File: src/rtl/sprite_compositor.sv
// ============================================================================
// Module  : sprite_compositor
// Brief   : Priority compositor for NUM_LAYERS scaled sprites over a background.
//           Optional macro COLLISION_DETECT_EN adds sticky pairwise collisions.
// Revision: 1.0 - initial release
// ============================================================================
`default_nettype none

module sprite_compositor #(
    parameter int                NUM_LAYERS  = 4,
    parameter int                SCALE_SHIFT = 1,
    parameter int                COORD_W     = 12,
    parameter int                SIZE_W      = 8,
    parameter int                ADDR_W      = 18,
    parameter int                DATA_W      = 12,
    parameter logic [DATA_W-1:0] KEY_COLOR   = 12'h0f0,
    parameter int                BG_W        = 320
) (
    input  logic                           clk,
    input  logic                           reset,
    input  logic [9:0]                     pixel_x,
    input  logic [9:0]                     pixel_y,
    input  logic                           pixel_tick,
    input  logic                           video_on,
    input  logic                           frame_start,
    input  logic [NUM_LAYERS*COORD_W-1:0]  layer_x,
    input  logic [NUM_LAYERS*COORD_W-1:0]  layer_y,
    input  logic [NUM_LAYERS*SIZE_W-1:0]   layer_w,
    input  logic [NUM_LAYERS*SIZE_W-1:0]   layer_h,
    input  logic [NUM_LAYERS*ADDR_W-1:0]   layer_base,
    input  logic [NUM_LAYERS-1:0]          layer_en,
    input  logic [NUM_LAYERS-1:0]          layer_hflip,
    output logic [NUM_LAYERS*ADDR_W-1:0]   rom_addr,
    input  logic [NUM_LAYERS*DATA_W-1:0]   rom_data,
    output logic [ADDR_W-1:0]              bg_addr,
    input  logic [DATA_W-1:0]              bg_data,
    output logic [DATA_W-1:0]              rgb,
    output logic [NUM_LAYERS:0]            active_layer
`ifdef COLLISION_DETECT_EN
    ,
    output logic [NUM_LAYERS*NUM_LAYERS-1:0] collision
`endif
);

    localparam int CW = COORD_W + 2;

    logic [NUM_LAYERS*COORD_W-1:0] sx_q, sy_q;
    logic [NUM_LAYERS*SIZE_W-1:0]  sw_q, sh_q;
    logic [NUM_LAYERS*ADDR_W-1:0]  sbase_q;
    logic [NUM_LAYERS-1:0]         sen_q, sflip_q;

    // Shadow copies make every sprite parameter change take effect on a frame boundary only.
    always_ff @(posedge clk) begin
        if (reset) begin
            sx_q    <= '0;
            sy_q    <= '0;
            sw_q    <= '0;
            sh_q    <= '0;
            sbase_q <= '0;
            sen_q   <= '0;
            sflip_q <= '0;
        end else if (frame_start) begin
            sx_q    <= layer_x;
            sy_q    <= layer_y;
            sw_q    <= layer_w;
            sh_q    <= layer_h;
            sbase_q <= layer_base;
            sen_q   <= layer_en;
            sflip_q <= layer_hflip;
        end
    end

    logic [CW-1:0]                w_px, w_py;
    logic [NUM_LAYERS-1:0]        w_hit;
    logic [NUM_LAYERS*ADDR_W-1:0] w_addr;
    logic [ADDR_W-1:0]            w_bg_addr;

    assign w_px = {{(CW-10){1'b0}}, pixel_x};
    assign w_py = {{(CW-10){1'b0}}, pixel_y};

    for (genvar i = 0; i < NUM_LAYERS; i++) begin : g_layer
        logic [CW-1:0]     w_x0, w_y0, w_xe, w_ye, w_dx, w_dy;
        logic [SIZE_W-1:0] w_w, w_h, w_col, w_colf, w_row;

        assign w_w  = sw_q[i*SIZE_W +: SIZE_W];
        assign w_h  = sh_q[i*SIZE_W +: SIZE_W];
        assign w_x0 = {2'b00, sx_q[i*COORD_W +: COORD_W]} << SCALE_SHIFT;
        assign w_y0 = {2'b00, sy_q[i*COORD_W +: COORD_W]} << SCALE_SHIFT;
        assign w_xe = w_x0 + ({{(CW-SIZE_W){1'b0}}, w_w} << SCALE_SHIFT);
        assign w_ye = w_y0 + ({{(CW-SIZE_W){1'b0}}, w_h} << SCALE_SHIFT);

        // Zero width/height collapses the window so the layer can never hit.
        assign w_hit[i] = sen_q[i] && (w_px >= w_x0) && (w_px < w_xe)
                                   && (w_py >= w_y0) && (w_py < w_ye);

        assign w_dx   = w_px - w_x0;
        assign w_dy   = w_py - w_y0;
        assign w_col  = SIZE_W'(w_dx >> SCALE_SHIFT);
        assign w_row  = SIZE_W'(w_dy >> SCALE_SHIFT);
        assign w_colf = sflip_q[i] ? (w_w - SIZE_W'(1) - w_col) : w_col;

        assign w_addr[i*ADDR_W +: ADDR_W] = w_hit[i]
            ? (sbase_q[i*ADDR_W +: ADDR_W] + ADDR_W'(w_row) * ADDR_W'(w_w) + ADDR_W'(w_colf))
            : '0;
    end

    assign w_bg_addr = ADDR_W'(pixel_y >> SCALE_SHIFT) * ADDR_W'(BG_W)
                     + ADDR_W'(pixel_x >> SCALE_SHIFT);

    logic [NUM_LAYERS*ADDR_W-1:0] rom_addr_q;
    logic [ADDR_W-1:0]            bg_addr_q;
    logic [NUM_LAYERS-1:0]        hit1_q, hit2_q;
    logic                         von1_q, von2_q, tick1_q, tick2_q;

    always_ff @(posedge clk) begin
        if (reset) begin
            rom_addr_q <= '0;
            bg_addr_q  <= '0;
            hit1_q     <= '0;
            hit2_q     <= '0;
            von1_q     <= 1'b0;
            von2_q     <= 1'b0;
            tick1_q    <= 1'b0;
            tick2_q    <= 1'b0;
        end else begin
            rom_addr_q <= w_addr;
            bg_addr_q  <= w_bg_addr;
            hit1_q     <= w_hit;
            von1_q     <= video_on;
            tick1_q    <= pixel_tick;
            hit2_q     <= hit1_q;
            von2_q     <= von1_q;
            tick2_q    <= tick1_q;
        end
    end

    logic [NUM_LAYERS-1:0] w_opaque;
    for (genvar i = 0; i < NUM_LAYERS; i++) begin : g_opaque
        assign w_opaque[i] = rom_data[i*DATA_W +: DATA_W] != KEY_COLOR;
    end

    logic [DATA_W-1:0]   rgb_q, rgb_d;
    logic [NUM_LAYERS:0] act_q, act_d;

    always_comb begin
        logic                found;
        logic [DATA_W-1:0]   sel_data;
        logic [NUM_LAYERS:0] sel_hot;
        found               = 1'b0;
        sel_data            = bg_data;
        sel_hot             = '0;
        sel_hot[NUM_LAYERS] = 1'b1;
        for (int i = 0; i < NUM_LAYERS; i++) begin
            if (!found && hit2_q[i] && w_opaque[i]) begin
                found      = 1'b1;
                sel_data   = rom_data[i*DATA_W +: DATA_W];
                sel_hot    = '0;
                sel_hot[i] = 1'b1;
            end
        end
        rgb_d = rgb_q;
        act_d = act_q;
        if (tick2_q) begin
            rgb_d = von2_q ? sel_data : '0;
            act_d = von2_q ? sel_hot  : '0;
        end
    end

    always_ff @(posedge clk) begin
        if (reset) begin
            rgb_q <= '0;
            act_q <= '0;
        end else begin
            rgb_q <= rgb_d;
            act_q <= act_d;
        end
    end

    assign rom_addr     = rom_addr_q;
    assign bg_addr      = bg_addr_q;
    assign rgb          = rgb_q;
    assign active_layer = act_q;

`ifdef COLLISION_DETECT_EN
    logic [NUM_LAYERS*NUM_LAYERS-1:0] w_pair, coll_q;

    for (genvar i = 0; i < NUM_LAYERS; i++) begin : g_ci
        for (genvar j = 0; j < NUM_LAYERS; j++) begin : g_cj
            if (i < j) begin : g_pair
                assign w_pair[i*NUM_LAYERS+j] = hit2_q[i] && hit2_q[j] && w_opaque[i] && w_opaque[j];
            end else begin : g_nopair
                assign w_pair[i*NUM_LAYERS+j] = 1'b0;
            end
        end
    end

    // Clear on frame_start takes priority over a same-cycle set.
    always_ff @(posedge clk) begin
        if (reset || frame_start) begin
            coll_q <= '0;
        end else if (tick2_q && von2_q) begin
            coll_q <= coll_q | w_pair;
        end
    end

    assign collision = coll_q;
`endif

endmodule

`default_nettype wire

File: config.mk
export PLATFORM = sky130hd
export DESIGN_NAME = sprite_compositor
export DESIGN_NICKNAME = d
export VERILOG_FILES = /design/src/rtl/sprite_compositor.sv
export SDC_FILE = /design/constraint.sdc
export NUM_CORES = 2
export LEC_CHECK = 0
export ABC_CLOCK_PERIOD_IN_PS = 8100
export BUFFER_PORTS_ARGS = -buffer_cell sky130_fd_sc_hd__buf_2
export CORE_MARGIN = 4
export CORE_UTILIZATION = 60
export DETAILED_ROUTE_END_ITERATION = 10
export GPL_TIMING_DRIVEN = 0
export PLACE_DENSITY = 0.8
export SYNTH_ARGS = -nofsm -noshare
export SYNTH_HDL_FRONTEND = slang
export SYNTH_SLANG_ARGS = --single-unit
export TNS_END_PERCENT = 5
File: constraint.sdc
create_clock -name clk -period 8.1 [get_ports clk]
set_clock_uncertainty 0.2 [all_clocks]
set_input_delay 1.215 -clock clk [delete_from_list [all_inputs] [get_ports clk]]
set_output_delay 1.215 -clock clk [all_outputs]
set_load 0.005 [all_outputs]
==> After elaboration in Yosys (flattened, before gate mapping) <==
Index checks and enable logic that the tools add are counted.
{ "word_totals": {"reg_bits": 359, "rom_bits": 0, "input_bits": 325, "wordCells": 129, "latch_bits": 0, "output_inout_bits": 107, "mem_count": 0, "ram_bits": 0} }
{ "op_classes": {"div": 0, "shift": 0, "n_lt_le_gt_ge": 16, "bitwise_logic": 4, "n_addsub": 33, "n_mul": 5, "n_reduce_logical": 30, "n_mux": 17, "n_eq_ne": 4} }
{ "ops": {"columns": ["op", "count"], "rows": [
  ["adder 13 x 9 -> 14 bit", 8],
  ["less-than comparator 10 x 14 -> 1 bit", 8],
  [">= comparator 10 x 13 -> 1 bit", 8],
  ["adder 18 x 16 -> 18 bit", 4],
  ["adder 18 x 8 -> 18 bit", 4],
  ["subtractor 9 bit", 8],
  ["multiplier 8 x 8 -> 16 bit", 4],
  ["2-to-1 mux 12 bit", 5],
  ["inequality test 12 x 8 -> 1 bit (second input constant)", 4],
  ["2-to-1 mux 8 bit", 4],
  ["subtractor 8 x 1 -> 8 bit (second input constant)", 4],
  ["subtractor 8 bit", 4],
  ["2-to-1 mux 5 bit", 5],
  ["logical AND 1 bit", 23],
  ["adder 18 x 9 -> 18 bit", 1],
  ["multiplier 9 x 3 -> 12 bit (second input constant)", 1],
  ["OR reduction 2 bit", 4],
  ["NOT 1 bit", 4],
  ["zero test 1 bit", 3],
  ["2-to-1 mux 1 bit", 3]
]} }

==> Longest topological paths before layout <==
{ "logic_depth": {"depth_word": 16, "mapped_depth": 29, "mapped_depth_nobuf": 29} }

==> Least setup slack after synthesis <==
OpenSTA, ideal clock, no wires.
{ "synth_timing": {"kind": "input -> register", "start": "input port pixel_y[1]", "end": "register rom_addr_q[71] (netlist: rom_addr[71])", "stages": 26, "setup_slack_ns": 0.662, "t_required_ns": 7.826, "arrival_time_ns": 7.163, "cell_sequence": "inv_1 > ha_1 > fa_1 > nor2b_1 > o31a_1 > o21ai_0 > a21oi_1 > nand2_1 > fa_1 > inv_1 > fa_1 > inv_1 > fa_1 > inv_1 > fa_1 > inv_1 > fa_1 > inv_1 > ha_1 > or4_1 > o21bai_1 > a21oi_1 > o21a_1 > o21ai_1 > a2111o_1 > a31oi_1"} }
{ "synth_via": {"elab_chain_len": 5} }
{ "synth_rtl": {"columns": ["element", "line_no", "source"], "rows": [
  ["start: declaration", "22", "input logic [9:0] pixel_y,"],
  ["parallel branches: the longest is 5 deep, another holds adder 18 x 16 -> 18 bit", null, null],
  ["end signal: assignment", "126", "rom_addr_q <= w_addr;"],
  ["end: declaration", "110", "logic [NUM_LAYERS*ADDR_W-1:0] rom_addr_q;"]
]} }
Parallel ways; which one is timed is not known.
A chain may end at the register's enable or synchronous reset.

==> Worst setup path in the final report <==
Ends and elaborated chain as after synthesis.

==> reports/results.ini <==
[sta]
max_freq_mhz = 129
rsz0062_at_grt = no
finalSetupViolCount = 0
finalHoldViolCount = 0
drv_slew = 10
slew_headroom_pct = -0.354
worstMarginPinSlew_ps = 1510
period_needed_ps = 7770
fin_crit_sh_pct = 95.9

[clock_network]
clk_pin_slew_ps = 60
cts.sinks = 359
cts_max_level = 2
cts_root_buf = clkbuf_16
cts_hold_buf = 0
cts_tree = yes
cts_made_buffers = 43
clkLatencyLatePin_ps = 600
clock_tree.buffer_depth = 3

[power_and_ir_drop]
pwr-share-comb_pct = 45.4
finalPower_mw = 7.37
ir_worst_vdd_mv = 0.167
total_leakage_power_nw = 19.2
p_clk_share_pct = 28.3
p_switching_mw = 2.84
power_density_nw_per_um2 = 196
p_sw_share_pct = 38.5
p_seq_share_pct = 26.3
internal_power_mw = 4.53

[die]
die_area_sq_um = 58400
rows = 85
die_h_microns = 242
die_w_microns = 242
ios = 432
start_util_pct = 60.8
core_area_sq_um = 53900

[drt]
wl_per_cell_microns = 19.8
detail_route.iter0.violations = 1833
firstDrtPassIters = 6
vias = 27892
vias_per_cell = 5.70
postRouteAntennaNets = 0
drc = 0
finalWirelength_microns = 96700

[placed_design]
place.gp.congestion = 0.944
dp_hpwl_microns = 76900
numPortBuffers = 429

[layout]
nNetsFinal = 5175
ff_latch_area_sq_um = 7190
nFillCells = 4396
synthToLayoutAreaGrowth_pct = 14.5
layout_commonest_cell = ha_1
final_cell_mix = ha_1 (461), buf_2 (432), inv_1 (422)
drive_gt1_share_pct = 13.6
fin_util_pct = 69.6
multiInputGateArea_sq_um = 23700

[global_routing]
antenna_found_initial = 24
grt_pass1_wl_microns = 149000
use_met3_pct = 5.41
grt_max_degree = 14
busiest_layer = met2
grt_use_met2_pct = 52.9
grt_util_all_layers_pct = 32.1
gr-total-overflow = 0
grt_use_met1_pct = 41.5
grt_pass1_vias = 27193

[setup_path]
worst-path-buf-inv = 7
cpLargestDelayFamily = adder cells
crit_path_end_kind = flip-flop
startpoint_type = primary input
max_stage_delay_ps = 530
required_ps = 8420
slowest_stage = or4_1
timing.critical_path.mode_cell = fa_1
crit_type = primary input to flip-flop
crit_fanout = 8
arrival_ps = 8090

[run]
max_cap_viol_count = 1

[logic_synthesis]
syn_area_sq_um = 32800
synth-edff-count = 0
synth_nets = 4688
ys_warn_count = 0
yosys_most_used_dff = dfxtp_1
ys_ff_latch = 359
syn_avg_cell_area_sq_um = 8.95
ys_async_sr_fraction_pct = 0
yosys.cell_types.count = 74
syn-instance-count = 3660
ys_seq_area_share_pct = 21.9

[status]
status = finished, violations left
violations = max-capacitance violations, max-slew violations

[min_path]
hold_class = flip-flop to flip-flop

[area by class of cell]
class,count,share of cell area [%]
diodes,17,0.113
inverters,424,4.26
clock buffers,52,3.18
repair buffers,442,6.00
flip-flops and latches,359,19.2
well taps,696,2.32
clock inverters,26,0.837
plain buffers,98,1.04
multi-input cells,2779,63.1
[layer usage]
| metal | part of all wire, % | vias to the layer above |
|---|---|---|
| met3 | 7.0 | 226 |
| met4 | 5.2 | 14 |
| met2 | 46 | 957 |
| met5 | 0.086 | - |
| met1 | 42 | 13342 |
| li1 | - | 13353 |
[logic make-up after synthesis]
| logic type | count (synthesis) | synth area share, % |
|---|---|---|
| AOI/OAI and AO/OA | 587 | 11.7 |
| DFF | 359 | 21.9 |
| adders and majority gates | 703 | 32.4 |
| buffers and inverters | 522 | 6.05 |
| and+or+nand+nor | 1057 | 15.4 |
| muxes | 255 | 7.81 |
| xor gates and xnor gates | 177 | 4.73 |
[power groups by stage]
stage,registers [mW],logic [mW],clock network [mW]
after floorplan,1.94,2.49,0
after global placement,1.97,3.15,0
after detailed placement,1.97,3.24,0
after CTS,1.93,3.28,2.12
after global routing,1.94,3.80,2.19
final,1.94,3.35,2.09
[cells in the mapped netlist, drive strengths merged (11+ instances only)]
library cell / count / area share [%]
a21o: 68 / 1.6
clkbuf: 65 / 0.74
o211ai: 14 / 0.35
a21oi: 157 / 2.4
nor4: 16 / 0.31
o21bai: 23 / 0.53
o21a: 32 / 0.73
dfxtp: 359 / 22
xnor2: 87 / 2.3
a31oi: 18 / 0.34
nand2: 210 / 2.4
nand3: 43 / 0.66
buf: 33 / 0.44
mux2i: 251 / 7.7
ha: 461 / 18
nand2b: 53 / 1.0
o221ai: 12 / 0.32
nor3: 40 / 0.63
a211oi: 36 / 0.82
nand4: 11 / 0.21
nor2b: 77 / 1.5
and2: 120 / 2.3
o21ai: 131 / 2.0
o31ai: 11 / 0.27
xor2: 90 / 2.4
nor2: 421 / 4.8
inv: 424 / 4.9
fa: 242 / 15
[what timing repair did]
item	CTS	global route
setup buffers	0	13
setup endpoints to repair	1	19
pin swaps	0	5
resized for setup	1	18
[worst register-to-register path: stages (launching register included)]
cell	delay (ps)
dfxtp_1	510
inv_1	90
ha_1	290
nor2b_1	130
o21ai_0	260
a21boi_0	180
o21ai_0	230
nor2b_1	240
xnor2_2	170
and2_1	220
fa_1	530
inv_1	60
fa_1	530
inv_1	50
fa_1	450
fa_1	490
inv_1	50
fa_1	480
inv_1	40
ha_1	190
or4_1	530
o21bai_1	230
a21oi_2	230
o21a_1	150
o21ai_1	110
a2111o_1	430
a31oi_1	150
[registers in the layout (all words and copies together) (netlist names), 4 cells and up]
signal	count
hit2_q	4
rom_addr	72
hit1_q	4
rgb	12
sw_q	32
sx_q	48
sen_q	4
sh_q	32
sbase_q	72
bg_addr	18
active_layer	5
sy_q	48
sflip_q	4
[stage by stage]
stage	hold WS, ps	setup slack [ps]	cells	setup TNS (ps)	area (sq um)
after global routing	259	51.4	4886	0	37500
final	234	332	4893	0	37500
after floorplan	214	662	3660	0	32800
after global placement	217	-590	4785	-5550	35800
after CTS	236	23.3	4863	0	37300
after detailed placement	222	-671	4785	-7730	35800
[path summary, 6_finish.rpt]
check                           cells past startpoint  slack (ps)        from      endpoint
worst max-delay path                               27         330  pixel_y[1]  rom_addr[71]
worst min-delay path                                1         230   hit1_q[3]     hit2_q[3]
worst max register to register                     26         840    sy_q[37]  rom_addr[71]
worst min register to register                      1         230   hit1_q[3]     hit2_q[3]
Power figures use the tool's default switching activity.
